## src/rtl/serial_tx_fifo_pkg.sv

```systemverilog
// Shared types and configuration helpers for the buffered UART transmitter.
package serial_pkg;

  typedef enum logic [1:0] {
    NONE = 2'd0,
    ODD  = 2'd1,
    EVEN = 2'd2
  } parity_t;

  typedef enum logic [2:0] {
    IDLE  = 3'd0,
    START = 3'd1,
    DATA  = 3'd2,
    PAR   = 3'd3,
    STOP  = 3'd4
  } tx_state_t;

  // Baud divisor rounded to the nearest whole clock count.
  function automatic int unsigned baud_div(input int unsigned clk_hz, input int unsigned baud);
    return (clk_hz + baud / 2) / baud;
  endfunction

  function automatic bit cfg_ok(input int unsigned data_w, input int unsigned fifo_depth,
                                input int unsigned stop_bits);
    return (data_w >= 5) && (data_w <= 9) && (fifo_depth >= 2) &&
           ((fifo_depth & (fifo_depth - 1)) == 0) && (stop_bits >= 1) && (stop_bits <= 2);
  endfunction

endpackage

```

## src/rtl/serial_tx_fifo_sync_fifo.sv

```systemverilog
// Synchronous FIFO with registered flags; the head word is visible on dout without a read.
module sync_fifo #(
  parameter int unsigned WIDTH = 8,
  parameter int unsigned DEPTH = 16
) (
  input  logic                     clk,
  input  logic                     rst_n,
  input  logic                     wr,
  input  logic [WIDTH-1:0]         din,
  input  logic                     rd,
  output logic [WIDTH-1:0]         dout,
  output logic                     full,
  output logic                     empty,
  output logic [$clog2(DEPTH):0]   level
);

  localparam int unsigned AW = $clog2(DEPTH);
  localparam int unsigned PW = AW + 1;

  logic [PW-1:0]    wptr_q, rptr_q, wptr_d, rptr_d;
  logic [WIDTH-1:0] mem [DEPTH];
  logic             do_wr, do_rd;

  // A write while full is dropped even if a pop happens in the same cycle.
  assign do_wr  = wr && !full;
  assign do_rd  = rd && !empty;
  assign wptr_d = wptr_q + PW'(do_wr);
  assign rptr_d = rptr_q + PW'(do_rd);
  assign dout   = mem[rptr_q[AW-1:0]];

  always_ff @(posedge clk or negedge rst_n) begin
    if (!rst_n) begin
      wptr_q <= '0;
      rptr_q <= '0;
      full   <= 1'b0;
      empty  <= 1'b1;
      level  <= '0;
    end else begin
      wptr_q <= wptr_d;
      rptr_q <= rptr_d;
      full   <= (wptr_d[AW] != rptr_d[AW]) && (wptr_d[AW-1:0] == rptr_d[AW-1:0]);
      empty  <= (wptr_d == rptr_d);
      level  <= wptr_d - rptr_d;
    end
  end

  always_ff @(posedge clk) begin
    if (do_wr) mem[wptr_q[AW-1:0]] <= din;
  end

endmodule

```

## src/rtl/serial_tx_fifo.sv

```systemverilog
// Buffered UART transmitter: write FIFO, internal baud generator and configurable frame format.
module serial_tx_fifo import serial_pkg::*; #(
  parameter int unsigned CLK_HZ     = 50_000_000,
  parameter int unsigned BAUD       = 115200,
  parameter int unsigned DATA_W     = 8,
  parameter int unsigned FIFO_DEPTH = 16,
  parameter int unsigned PARITY     = 0,
  parameter int unsigned STOP_BITS  = 1
) (
  input  logic                              i_clk,
  input  logic                              i_reset_n,
  input  logic [DATA_W-1:0]                 i_data,
  input  logic                              i_data_w,
  input  logic                              i_ovf_clr,
  output logic                              o_full,
  output logic                              o_empty,
  output logic [$clog2(FIFO_DEPTH+1)-1:0]   o_level,
  output logic                              o_busy,
  output logic                              o_overflow,
  output logic                              o_uart_tx
);

  localparam int unsigned DIV = baud_div(CLK_HZ, BAUD);
  localparam int unsigned CW  = $clog2(DIV);
  localparam int unsigned BW  = $clog2(DATA_W);
  localparam parity_t     PMODE = parity_t'(PARITY[1:0]);

  if (!cfg_ok(DATA_W, FIFO_DEPTH, STOP_BITS) || (PARITY > 2) || (DIV < 2)) begin : g_bad_cfg
    $error("serial_tx_fifo: illegal parameter combination");
  end

  tx_state_t          state_q, state_d;
  logic [CW-1:0]      baud_q, baud_d;
  logic [BW-1:0]      bit_q, bit_d;
  logic [DATA_W-1:0]  shreg_q, shreg_d;
  logic               par_q, par_d;
  logic               tx_q, tx_d;
  logic               busy_q, ovf_q;
  logic               pop, tick, head_par;
  logic [DATA_W-1:0]  fifo_dout;
  logic               fifo_full, fifo_empty;

  sync_fifo #(
    .WIDTH (DATA_W),
    .DEPTH (FIFO_DEPTH)
  ) u_fifo (
    .clk   (i_clk),
    .rst_n (i_reset_n),
    .wr    (i_data_w),
    .din   (i_data),
    .rd    (pop),
    .dout  (fifo_dout),
    .full  (fifo_full),
    .empty (fifo_empty),
    .level (o_level)
  );

  assign tick       = (baud_q == CW'(DIV - 1));
  assign head_par   = (^fifo_dout) ^ (PMODE == ODD);
  assign o_full     = fifo_full;
  assign o_empty    = fifo_empty;
  assign o_busy     = busy_q;
  assign o_overflow = ovf_q;
  assign o_uart_tx  = tx_q;

  // Next-state, shift register and next line level; tx is registered from tx_d.
  always_comb begin
    state_d = state_q;
    baud_d  = baud_q + CW'(1);
    bit_d   = bit_q;
    shreg_d = shreg_q;
    par_d   = par_q;
    tx_d    = tx_q;
    pop     = 1'b0;
    case (state_q)
      IDLE: begin
        baud_d = '0;
        tx_d   = 1'b1;
        if (!fifo_empty) begin
          pop     = 1'b1;
          shreg_d = fifo_dout;
          par_d   = head_par;
          bit_d   = '0;
          state_d = START;
          tx_d    = 1'b0;
        end
      end
      START: if (tick) begin
        baud_d  = '0;
        bit_d   = '0;
        state_d = DATA;
        tx_d    = shreg_q[0];
      end
      DATA: if (tick) begin
        baud_d = '0;
        if (bit_q == BW'(DATA_W - 1)) begin
          bit_d = '0;
          if (PMODE != NONE) begin
            state_d = PAR;
            tx_d    = par_q;
          end else begin
            state_d = STOP;
            tx_d    = 1'b1;
          end
        end else begin
          bit_d   = bit_q + BW'(1);
          shreg_d = shreg_q >> 1;
          tx_d    = shreg_q[1];
        end
      end
      PAR: if (tick) begin
        baud_d  = '0;
        state_d = STOP;
        tx_d    = 1'b1;
      end
      STOP: if (tick) begin
        baud_d = '0;
        if (bit_q == BW'(STOP_BITS - 1)) begin
          bit_d = '0;
          // Chain directly into the next frame when more data is queued.
          if (!fifo_empty) begin
            pop     = 1'b1;
            shreg_d = fifo_dout;
            par_d   = head_par;
            state_d = START;
            tx_d    = 1'b0;
          end else begin
            state_d = IDLE;
            tx_d    = 1'b1;
          end
        end else begin
          bit_d = bit_q + BW'(1);
        end
      end
      default: begin
        state_d = IDLE;
        tx_d    = 1'b1;
      end
    endcase
  end

  always_ff @(posedge i_clk or negedge i_reset_n) begin
    if (!i_reset_n) begin
      state_q <= IDLE;
      baud_q  <= '0;
      bit_q   <= '0;
      shreg_q <= '0;
      par_q   <= 1'b0;
      tx_q    <= 1'b1;
      busy_q  <= 1'b0;
    end else begin
      state_q <= state_d;
      baud_q  <= baud_d;
      bit_q   <= bit_d;
      shreg_q <= shreg_d;
      par_q   <= par_d;
      tx_q    <= tx_d;
      busy_q  <= (state_d != IDLE);
    end
  end

  // Sticky overflow; a dropped write outranks a clear in the same cycle.
  always_ff @(posedge i_clk or negedge i_reset_n) begin
    if (!i_reset_n)                 ovf_q <= 1'b0;
    else if (i_data_w && fifo_full) ovf_q <= 1'b1;
    else if (i_ovf_clr)             ovf_q <= 1'b0;
  end

endmodule

```

## config.mk

```make
export PLATFORM = sky130hd
export DESIGN_NAME = serial_tx_fifo
export DESIGN_NICKNAME = d
export VERILOG_FILES = /design/src/rtl/serial_tx_fifo_pkg.sv /design/src/rtl/serial_tx_fifo_sync_fifo.sv /design/src/rtl/serial_tx_fifo.sv
export SDC_FILE = /design/constraint.sdc
export NUM_CORES = 1
export LEC_CHECK = 0
export BUFFER_PORTS_ARGS = -buffer_cell sky130_fd_sc_hd__buf_4
export CORE_ASPECT_RATIO = 1.25
export CORE_MARGIN = 2
export CORE_UTILIZATION = 55
export DETAILED_ROUTE_END_ITERATION = 10
export PLACE_DENSITY = 0.81
export SLEW_MARGIN = 20
export SYNTH_ARGS = -nofsm -noshare
export SYNTH_HDL_FRONTEND = slang
export SYNTH_HIERARCHICAL = 1
export SYNTH_SLANG_ARGS = --single-unit
```

## constraint.sdc

```tcl
create_clock -name i_clk -period 5.26 [get_ports i_clk]
set_input_delay 0.526 -clock i_clk [delete_from_list [all_inputs] [get_ports i_clk]]
set_output_delay 0.526 -clock i_clk [all_outputs]
set_load 0.1 [all_outputs]
```

==> flow_summary.ini, run 1 <==
[logic_synthesis]
ys_types = 68
syn_inst = 481
synth_fa_ha_area_share_pct = 1.944
syn_avg_cell_area_um2 = 15.66
synth_compound_area_share_pct = 6.529
yosys-mux-area-fraction_pct = 12.14
netlist_area_um2 = 7531
synth-seq-cells = 171
ys.flop_type = edfxtp_1
synth_top_area_share_pct = 51.04
synth_fp_nets = 503
yosys-top-cells-area = edfxtp_1, dfrtp_1, mux4_2
synth_top_area_cell = edfxtp_1
synthSimpleGateAreaFrac_pct = 8.423
synth_edf_count = 128
yosysWarnings = 6
synth_top_family_by_area = multiplexers
synth_xor_area_share_pct = 3.207
async_reset_ff_share_pct = 25.15
yosysSeqAreaShare_pct = 65.36

[floorplanning]
rows = 47
die_w_um = 108.7
ioPinCount = 22
initial_utilization_pct = 56.67
die_area_um2 = 14650
die_h_um = 134.8
core-area_um2 = 13290

[critical_path]
crit_buf_inv = 1
crit_slowest_cell = or3_2
cp_slowest_stage_delay_ns = 0.46
crit_type = flip-flop to flip-flop
arrival_ns = 4.33
crit_required_ns = 5.56
endpoint_kind = flip-flop
cp_top_family = simple AND/OR/NAND/NOR gates
worstPathMaxFanout = 5
crit_chain = inv_1 -> ha_1 -> or2b_1 -> or3_2 -> a21oi_1 -> and3b_1 -> xnor2_1 -> xor2_1 -> ha_1 -> nor4bb_1 -> a2bb2oi_1 -> o221ai_1 -> maj3_2 -> xnor2_1
cp-start-kind = flip-flop

[detailed_routing]
drc_errors = 0
drtIter0Drc = 403
drt_wl_total_um = 14550
ant_nets = 0
vias_per_cell = 6.156
dr_total_vias = 4235
post_drt_wl_per_cell_um = 21.14
dr.pass1.iters = 5

[sta]
fin_ws_ns = 1.237
final.setup.tns_ns = 0
maxSlewHeadroom_pct = 39.52
period_share_pct = 76.48
finalHoldViolCount = 0
final.setup_skew_ns = 0.007822
finalCriticalPeriod_ns = 4.023
rsz0062_at_grt = no
drv_slew = 0
max_clock_freq_mhz = 248.6
finalSetupViolations = 0
worst_pin_slew_ns = 0.9038

[placed_design]
dp_hpwl_um = 9528
portBuffers = 21
numPlacedInstances = 656
place.gp.congestion = 0.8648
place_ws_ns = 1.261

[clocking]
clk_latency_ns = 0.42
hold_buffers = 0
cts_root_buffer = clkbuf_16
cts_buffers = 17
clock-sinks = 171
postCtsResizedCells = 0
clk_path_buf_depth = 2
clkTransAtPathRegs_ns = 0.06
cts_tree = built
post-cts-setup-buffers = 0
htree_levels = 4

[global_route]
grt_pass1_vias = 4343
grt_pass1_wl_um = 23130
grtUsageTotal_pct = 21.56
antenna_found_initial = 0
overflow = 0
grt_max_degree = 44

[cells_and_area]
drive_gt1_share_pct = 23.98
finalNonFillerCells = 688
layout.nets = 526
antenna_cells_inserted = 0
syn_to_final_growth_pct = 12.43
final_cell_mix = edfxtp_1, dfrtp_1, nor2_1
final_common_cell = edfxtp_1
fin_util_pct = 63.71

[power_and_ir_drop]
comb_power_share_pct = 19.3
ir_drop_uv = 417.2
leakage_nw = 3.241
p_int_mw = 2.692
power.share.clock_pct = 35.7
seq_power_share_pct = 45.0
power_switching_share_pct = 28.68
powerDensity_nw_per_um2 = 445.8
p_sw_mw = 1.083

[hold_path]
hold_class = input pin to asynchronous set/reset pin

[flow_run]
drv_cap = 0

[run_status]
status = completed
==> registers in the layout, summed over array words and instances, names as in the netlist, 3 cells and up <==
register	count
baud_q	9
u_fifo/rptr_q	5
bit_q	3
state_q	3
shreg_q	8
u_fifo/mem	128
u_fifo/level	5
u_fifo/wptr_q	5
==> path summary, 6_finish.rpt <==
kind                                      start                    endpoint  slack [ns]  cells after the start
setup reg to reg           bit_q[0]$_DFFE_PN0P_   u_fifo/level[4]$_DFF_PN0_        1.24                     14
min in group i_clk                    i_ovf_clr      o_overflow$_DFFE_PN0P_        0.31                      2
setup / recovery           bit_q[0]$_DFFE_PN0P_   u_fifo/level[4]$_DFF_PN0_        1.24                     14
hold reg to reg             baud_q[0]$_DFF_PN0_         baud_q[0]$_DFF_PN0_        0.50                      1
hold / removal                        i_reset_n      o_overflow$_DFFE_PN0P_        0.08                      1
max in group asynchronous             i_reset_n  u_fifo/rptr_q[0]$_DFF_PN0_        4.79                      1
==> kinds of logic after synthesis <==
logic type,after synthesis
buf+inv,36
fa+ha+maj,12
simple gates,102
xor+xnor,24
flops,171
compound gates,71
mux,65
==> cells in the mapped netlist (all sizes together) (10+ instances only) <==
master  count
edfxtp    128
dfrtp      41
nor2       34
mux2i      25
mux2       24
o21ai      22
nand2      19
xnor2      18
buf        17
a21oi      16
mux4       16
inv        14
ha         10
==> area by class of cell <==
cell class	instances	area, um2
clock inverters	14	216.5
repair buffers	26	195.2
well taps	171	214.0
fillers	931	4823
multi-input cells	274	2436
inverters	14	52.55
flip-flops and latches	171	4923
clock buffers	18	429.2
==> metrics by stage <==
step,total power [mW],instance area [um2],hold slack (ns)
after floorplan,2.248,7531,0.2304
after global placement,2.410,7814,0.4749
after detailed placement,2.446,7821,0.4899
after CTS,3.797,8467,0.09405
after global routing,3.910,8467,0.1214
final,3.775,8467,0.08072
==> metal layers <==
metal	up-vias	part of all wire [%]	global-route usage [%]	routed length (um)
met5	-	0	0	0
met4	0	2.8	10.47	401
met3	33	5.1	4.440	741
met2	161	54	36.84	7874
met1	2151	38	25.99	5530
li1	1890	-	-	-
==> worst register-to-register path, cell delays in order, from the launching register on <==
cell and delay (ns):
dfrtp_1 0.41, inv_1 0.07, ha_1 0.20, or2b_1 0.32, or3_2 0.46, a21oi_1 0.36, and3b_1 0.31, xnor2_1 0.23
xor2_1 0.13, ha_1 0.28, nor4bb_1 0.30, a2bb2oi_1 0.21, o221ai_1 0.16, maj3_2 0.34, xnor2_1 0.12
==> power by group through the flow <==
stage                     clock network [mW]  logic [mW]  registers, mW
after floorplan                            0       0.382           1.87
after global placement                     0       0.704           1.71
after detailed placement                   0       0.725           1.72
after CTS                               1.37       0.732           1.70
after global routing                    1.42       0.778           1.71
final                                   1.35       0.729           1.70
Note: power is estimated with default switching activity, not from simulation.
==> inputs of run 2 (changes only) <==
- ABC_AREA: not set -> 1
- PLACE_DENSITY: 0.81 -> 0.84
- clock period: 5.26 -> 3.45 ns (I/O delays scaled with it)
==> run 2 against run 1 <==
Effect of this change:
- hold slack better by 0.014 ns
- utilization is 1.7 points lower
- non-clock buffer count stayed put
- largest power group unchanged
==> flow_summary.ini, run 2 <==
[placed_design]
place_ws_ns = 0.8041
place.gp.congestion = 0.9060
numPlacedInstances = 902
portBuffers = 21
dp_hpwl_um = 10300

[floorplanning]
die_area_um2 = 14830
ioPinCount = 22
rows = 48
die_w_um = 109.3
initial_utilization_pct = 55.67
core-area_um2 = 13690
die_h_um = 135.6

[logic_synthesis]
syn_avg_cell_area_um2 = 10.49
synth.most_common_cell = nand2_1
ys.flop_type = edfxtp_1
synth_edf_count = 128
async_reset_ff_share_pct = 25.15
syn_inst = 727
yosys-top-cells-area = edfxtp_1, dfrtp_1, nand2_1
ys_types = 41
synth_top_area_share_pct = 50.42
netlist_area_um2 = 7624
synth-seq-cells = 171
synth_fp_nets = 749
synth.cells.most_frequent = nand2_1, edfxtp_1, nor2_1, inv_1, nand3_1
synth_top_area_cell = edfxtp_1
yosysWarnings = 6
yosysSeqAreaShare_pct = 64.57

[clocking]
cts_buffers = 17
cts_tree = built
clk_path_buf_depth = 2
clkTransAtPathRegs_ns = 0.07
cts_root_buffer = clkbuf_16
clk_latency_ns = 0.43
clock-sinks = 171
htree_levels = 4

[detailed_routing]
dr.pass1.iters = 6
ant_nets = 0
drtIter0Drc = 583
drc_errors = 0
vias_per_cell = 5.641
dr_total_vias = 5274
drt_wl_total_um = 15810
post_drt_wl_per_cell_um = 16.91

[sta]
whs_ns = 0.09439
drv_slew = 0
period_share_pct = 80.43
fin_ws_ns = 0.6753
finalHoldViolCount = 0
finalCriticalPeriod_ns = 2.775
max_clock_freq_mhz = 360.4
rsz0062_at_grt = no
finalSetupViolations = 0
maxSlewHeadroom_pct = 44.77
final.setup_skew_ns = 0.01089
final.setup.tns_ns = 0
worst_pin_slew_ns = 0.8254

[critical_path]
cp-start-kind = flip-flop
worstPathMaxFanout = 3
crit_type = flip-flop to flip-flop
crit_required_ns = 3.77
arrival_ns = 3.10
crit_start = bit_q[0]$_DFFE_PN0P_
worstReg2RegStart = bit_q[0]$_DFFE_PN0P_
endpoint_kind = flip-flop

[cells_and_area]
antenna_cells_inserted = 0
final_cell_mix = nand2_1, edfxtp_1, nor2_1
layout.nets = 769
final_common_cell = nand2_1
largest_register_ffs = 128
drive_gt1_share_pct = 13.55
nFillCells = 1058
finalNonFillerCells = 935
syn_to_final_growth_pct = 11.29

[global_route]
grtUsageTotal_pct = 23.33
antenna_found_initial = 0
grt_pass1_wl_um = 25010
grt_max_degree = 73
grt_pass1_vias = 4890
overflow = 0

[power_and_ir_drop]
powerDensity_nw_per_um2 = 642.7
finalPower_mw = 5.453
ir_drop_uv = 435.6
leakage_nw = 3.434

[flow_run]
drv_cap = 0

[hold_path]
min_from = i_ovf_clr
hold_class = input pin to flip-flop

[run_status]
status = completed
-- run 2: cell types whose count changed after synthesis, sizes merged, moves of 15 or more --
| cell | previous run | this run |
|---|---|---|
| mux2 | 24 | 0 |
| mux2i | 25 | 0 |
| inv | 14 | 59 |
| nand3 | 7 | 50 |
| nor2 | 34 | 94 |
| xnor2 | 18 | 3 |
| mux4 | 16 | 0 |
| nand2 | 19 | 207 |
| o21ai | 22 | 44 |
-- run 2: cell families (layout without fill, tap and decap cells) --
group	Yosys count	in the layout	synth area share [%]
AND/OR/NAND/NOR	372	372	21.60
flip-flops	171	171	64.57
buffers and inverters	86	119	5.153
AO/OA/AOI/OAI	83	83	6.368
adder cells (fa/ha/maj)	10	10	1.641
XOR/XNOR	5	5	0.6730
-- run 2: through the flow --
stage	area [um2]	util [%]
6_report	8484	61.96
4_1_cts	8484	61.96
2_1_floorplan	7624	-
3_3_place_gp	7878	57.53
5_1_grt	8484	61.96
3_5_place_dp	7878	57.53
-- run 2: metal layers --
layer	global-route usage [%]	wire length, um	vias to the layer above	part of all wire [%]
li1	-	-	2502	-
met1	27.56	6004	2523	38
met2	39.20	8231	204	52
met3	5.435	916	45	5.8
met4	12.73	659	0	4.2
met5	0	0	-	0
-- run 2: final cells by class --
cell class	count	area (um2)	share of cell area, %
flip-flops and latches	171	4923	58.03
multi-input cells	470	2308	27.21
clock buffers	17	425.4	5.014
inverters	61	239.0	2.817
well taps	175	219.0	2.581
repair buffers	26	197.7	2.330
clock inverters	15	171.4	2.020
-- run 2: timing repair --
action | CTS | global route
gates resized for setup | 0 | 0
setup buffers | 0 | 0
hold buffers | 1 | 0
hold endpoints to repair | 41 | 0
-- run 2: worst paths after layout --
kind | to | slack [ns] | cells past startpoint
max | u_fifo/level[4]$_DFF_PN0_ | 0.68 | 22
min | o_overflow$_DFFE_PN0P_ | 0.09 | 2
max reg2reg | u_fifo/level[4]$_DFF_PN0_ | 0.68 | 22
min reg2reg | o_uart_tx$_DFFE_PN1P_ | 0.47 | 2
max in group asynchronous | u_fifo/rptr_q[0]$_DFF_PN0_ | 2.60 | 2
min in group asynchronous | shreg_q[4]$_DFFE_PN0P_ | 0.44 | 2
-- run 2: where the power goes --
| group | internal (mW) | switching, mW | leakage (nW) |
|---|---|---|---|
| combinational | 0.247 | 0.782 | 1.46 |
| sequential | 2.45 | 0.0916 | 1.68 |
| clock | 1.04 | 0.849 | 0.293 |
-- run 2: critical path, stage by stage, from the launching register on --
cell and delay (ns):
dfrtp_1 0.40, inv_1 0.11, ha_1 0.15, inv_1 0.03
nor2_1 0.14, nand2_1 0.08, nor3_1 0.23, inv_1 0.06
nand2_1 0.12, nand3_2 0.15, nand2_1 0.13, nand2_1 0.12
inv_1 0.09, nand2_1 0.05, nand2_1 0.06, inv_1 0.06
ha_1 0.19, inv_1 0.05, nand2_1 0.08, nand4_1 0.13
nand2_1 0.08, nand2_1 0.08, nand2_1 0.06
==> inputs of run 3 (changes only) <==
- clock period: 3.45 -> 2.55 ns (I/O delays scaled with it)
==> run 3 against run 2 <==
Effect of this change:
- critical path depth fell by 1
- sequential cell count did not move
- die area did not move
- register-to-register slack got worse by 0.60 ns
- via count rose by 3.0%
- cell count rose by 3.0%
- clock power rose by 30%
- combinational power rose by 46%
- clock skew barely moved
- largest cell class unchanged
==> flow_summary.ini, run 3 (synthesis results as in run 2) <==
[floorplanning]
die_area_um2 = 14830
die_w_um = 109.3
ioPinCount = 22
die_h_um = 135.6
initial_utilization_pct = 55.67
core-area_um2 = 13690
rows = 48

[detailed_routing]
routed.top_layer = met4
post_drt_wl_per_cell_um = 17.59
ant_nets = 0
route.met2.wl_um = 8749
vias_per_cell = 5.640
drc_errors = 0
drtIter0Drc = 659
drt_wl_total_um = 16940
dr.pass1.iters = 5
dr_total_vias = 5431
met3_length_um = 938
m1WireLength_um = 6401

[cells_and_area]
antenna_cells_inserted = 0
largest_register_ffs = 128
nFillCells = 1016
final_cell_mix = nand2_1, edfxtp_1, nor2_1
fin_util_pct = 63.92
drive_gt1_share_pct = 18.78
multi_input_area_um2 = 2375
final_common_cell = nand2_1
ff_latch_area_um2 = 4925
layout.nets = 797
finalInstanceArea_um2 = 8752
syn_to_final_growth_pct = 14.80

[power_and_ir_drop]
p_int_mw = 5.137
power_switching_share_pct = 30.54
power.share.clock_pct = 33.2
ir_drop_uv = 668.1
p_sw_mw = 2.258
seq_power_share_pct = 46.5
comb_power_share_pct = 20.2
powerDensity_nw_per_um2 = 845.0
leakage_nw = 3.587
finalPower_mw = 7.396

[placed_design]
dp_hpwl_um = 10700
post_dp_cell_area_um2 = 8087
portBuffers = 21
place.gp.congestion = 0.8840

[sta]
maxSlewHeadroom_pct = 54.24
final.setup.tns_ns = 0
final.setup_skew_ns = 0.01124
period_share_pct = 97.20
drv_slew = 0
finalSetupViolations = 0
finalCriticalPeriod_ns = 2.479
worst_pin_slew_ns = 0.6839
finalHoldViolCount = 0
max_clock_freq_mhz = 403.4

[clocking]
cts_buffers = 17
clkTransAtPathRegs_ns = 0.07
clk_path_buf_depth = 2
cts_tree = built
clk_latency_ns = 0.43
htree_levels = 4
cts_root_buffer = clkbuf_16
clock-sinks = 171

[critical_path]
arrival_ns = 2.79
cp_slowest_stage_delay_ns = 0.39
endpoint_kind = flip-flop
cp-start-kind = flip-flop
worstPathMaxFanout = 3
crit_type = flip-flop to flip-flop
crit_top_cell = nand2_1
crit_chain = inv_1 -> ha_2 -> nand2_2 -> nor2_4 -> nand2_4 -> nor3_4 -> inv_2 -> nand2_4 -> inv_2 -> o21ai_1 -> nand2_1 -> inv_2 -> ha_1 -> inv_1 -> ha_2 -> inv_1 -> nand2_2 -> nand4_1 -> nand2_1 -> nand2_1 -> nand2_1
crit_slowest_cell = dfrtp_1
crit_required_ns = 2.87

[global_route]
grt_max_degree = 73
grt_pass1_vias = 5274
grt_pass1_wl_um = 26250
overflow = 0
antenna_found_initial = 0
grtUsageTotal_pct = 24.21

[hold_path]
hold_class = input pin to flip-flop

[run_status]
status = completed

[flow_run]
drv_cap = 0
run 3: cell types whose count changed in the layout (fill, tap and decap cells not counted), moves of 3 or more:
| cell | change |
|---|---|
| inv_1 | -5 |
| clkbuf_2 | +3 |
| inv_8 | -6 |
| inv_2 | +5 |
| nand2_1 | -6 |
| buf_4 | +27 |
| nand2_2 | +5 |
| ha_1 | -3 |
run 3: layout make-up:
type | instances | share of cell area [%]
Sequential cell | 171 | 56.27
Multi-Input combinational cell | 470 | 27.13
Clock buffer | 25 | 5.961
Timing Repair Buffer | 54 | 4.803
Inverter | 61 | 2.731
Tap cell | 175 | 2.502
Clock inverter | 7 | 0.6004
run 3: per-layer routing:
| layer | vias up | GRT usage (%) |
|---|---|---|
| met1 | 2585 | 28.03 |
| met4 | 0 | 14.28 |
| li1 | 2556 | - |
| met5 | - | 0 |
| met2 | 226 | 41.34 |
| met3 | 64 | 4.762 |
run 3: what timing repair did:
action                                 4_1_cts  5_1_grt
setup buffers                                0        2
gates resized for setup                      1       21
hold buffers                                 1        0
pin swaps                                    0       11
endpoints found under the hold margin       41        0
setup endpoints to repair                    1        6
run 3: final timing paths:
path | start | to | slack, ns | depth (start not counted)
max reg2reg | baud_q[1]$_DFF_PN0_ | u_fifo/level[4]$_DFF_PN0_ | 0.07 | 21
max in group asynchronous | i_reset_n | u_fifo/full$_DFF_PN0_ | 1.78 | 2
min in group asynchronous | i_reset_n | shreg_q[5]$_DFFE_PN0P_ | 0.35 | 2
min | i_ovf_clr | o_overflow$_DFFE_PN0P_ | 0.03 | 2
min reg2reg | o_uart_tx$_DFFE_PN1P_ | o_uart_tx$_DFFE_PN1P_ | 0.47 | 2
max | baud_q[1]$_DFF_PN0_ | u_fifo/level[4]$_DFF_PN0_ | 0.07 | 21
run 3: worst max-delay path: cells and delay by family (launching register included):
family | cells | cell delay, ns
AOI/OAI and AO/OA | 1 | 0.15
adders and majority gates | 3 | 0.46
buffers and inverters | 6 | 0.35
DFF | 1 | 0.39
and+or+nand+nor | 11 | 0.98
run 3: through the flow:
stage	instances	hold slack (ns)	setup WS (ns)
floorplan	727	-0.04059	0.1720
global placement	928	0.2771	0.1015
detailed placement	928	0.2876	0.01886
CTS	961	0.01949	0.00003797
global route	963	0.009011	-0.05455
finish	963	0.02563	0.07134
run 3: power groups by stage:
| stage | clock, mW | sequential (mW) | combinational, mW |
|---|---|---|---|
| floorplan | 0 | 3.83 | 0.643 |
| global placement | 0 | 3.48 | 1.39 |
| detailed placement | 0 | 3.49 | 1.41 |
| CTS | 2.48 | 3.44 | 1.43 |
| global route | 2.60 | 3.47 | 1.61 |
| finish | 2.46 | 3.44 | 1.50 |
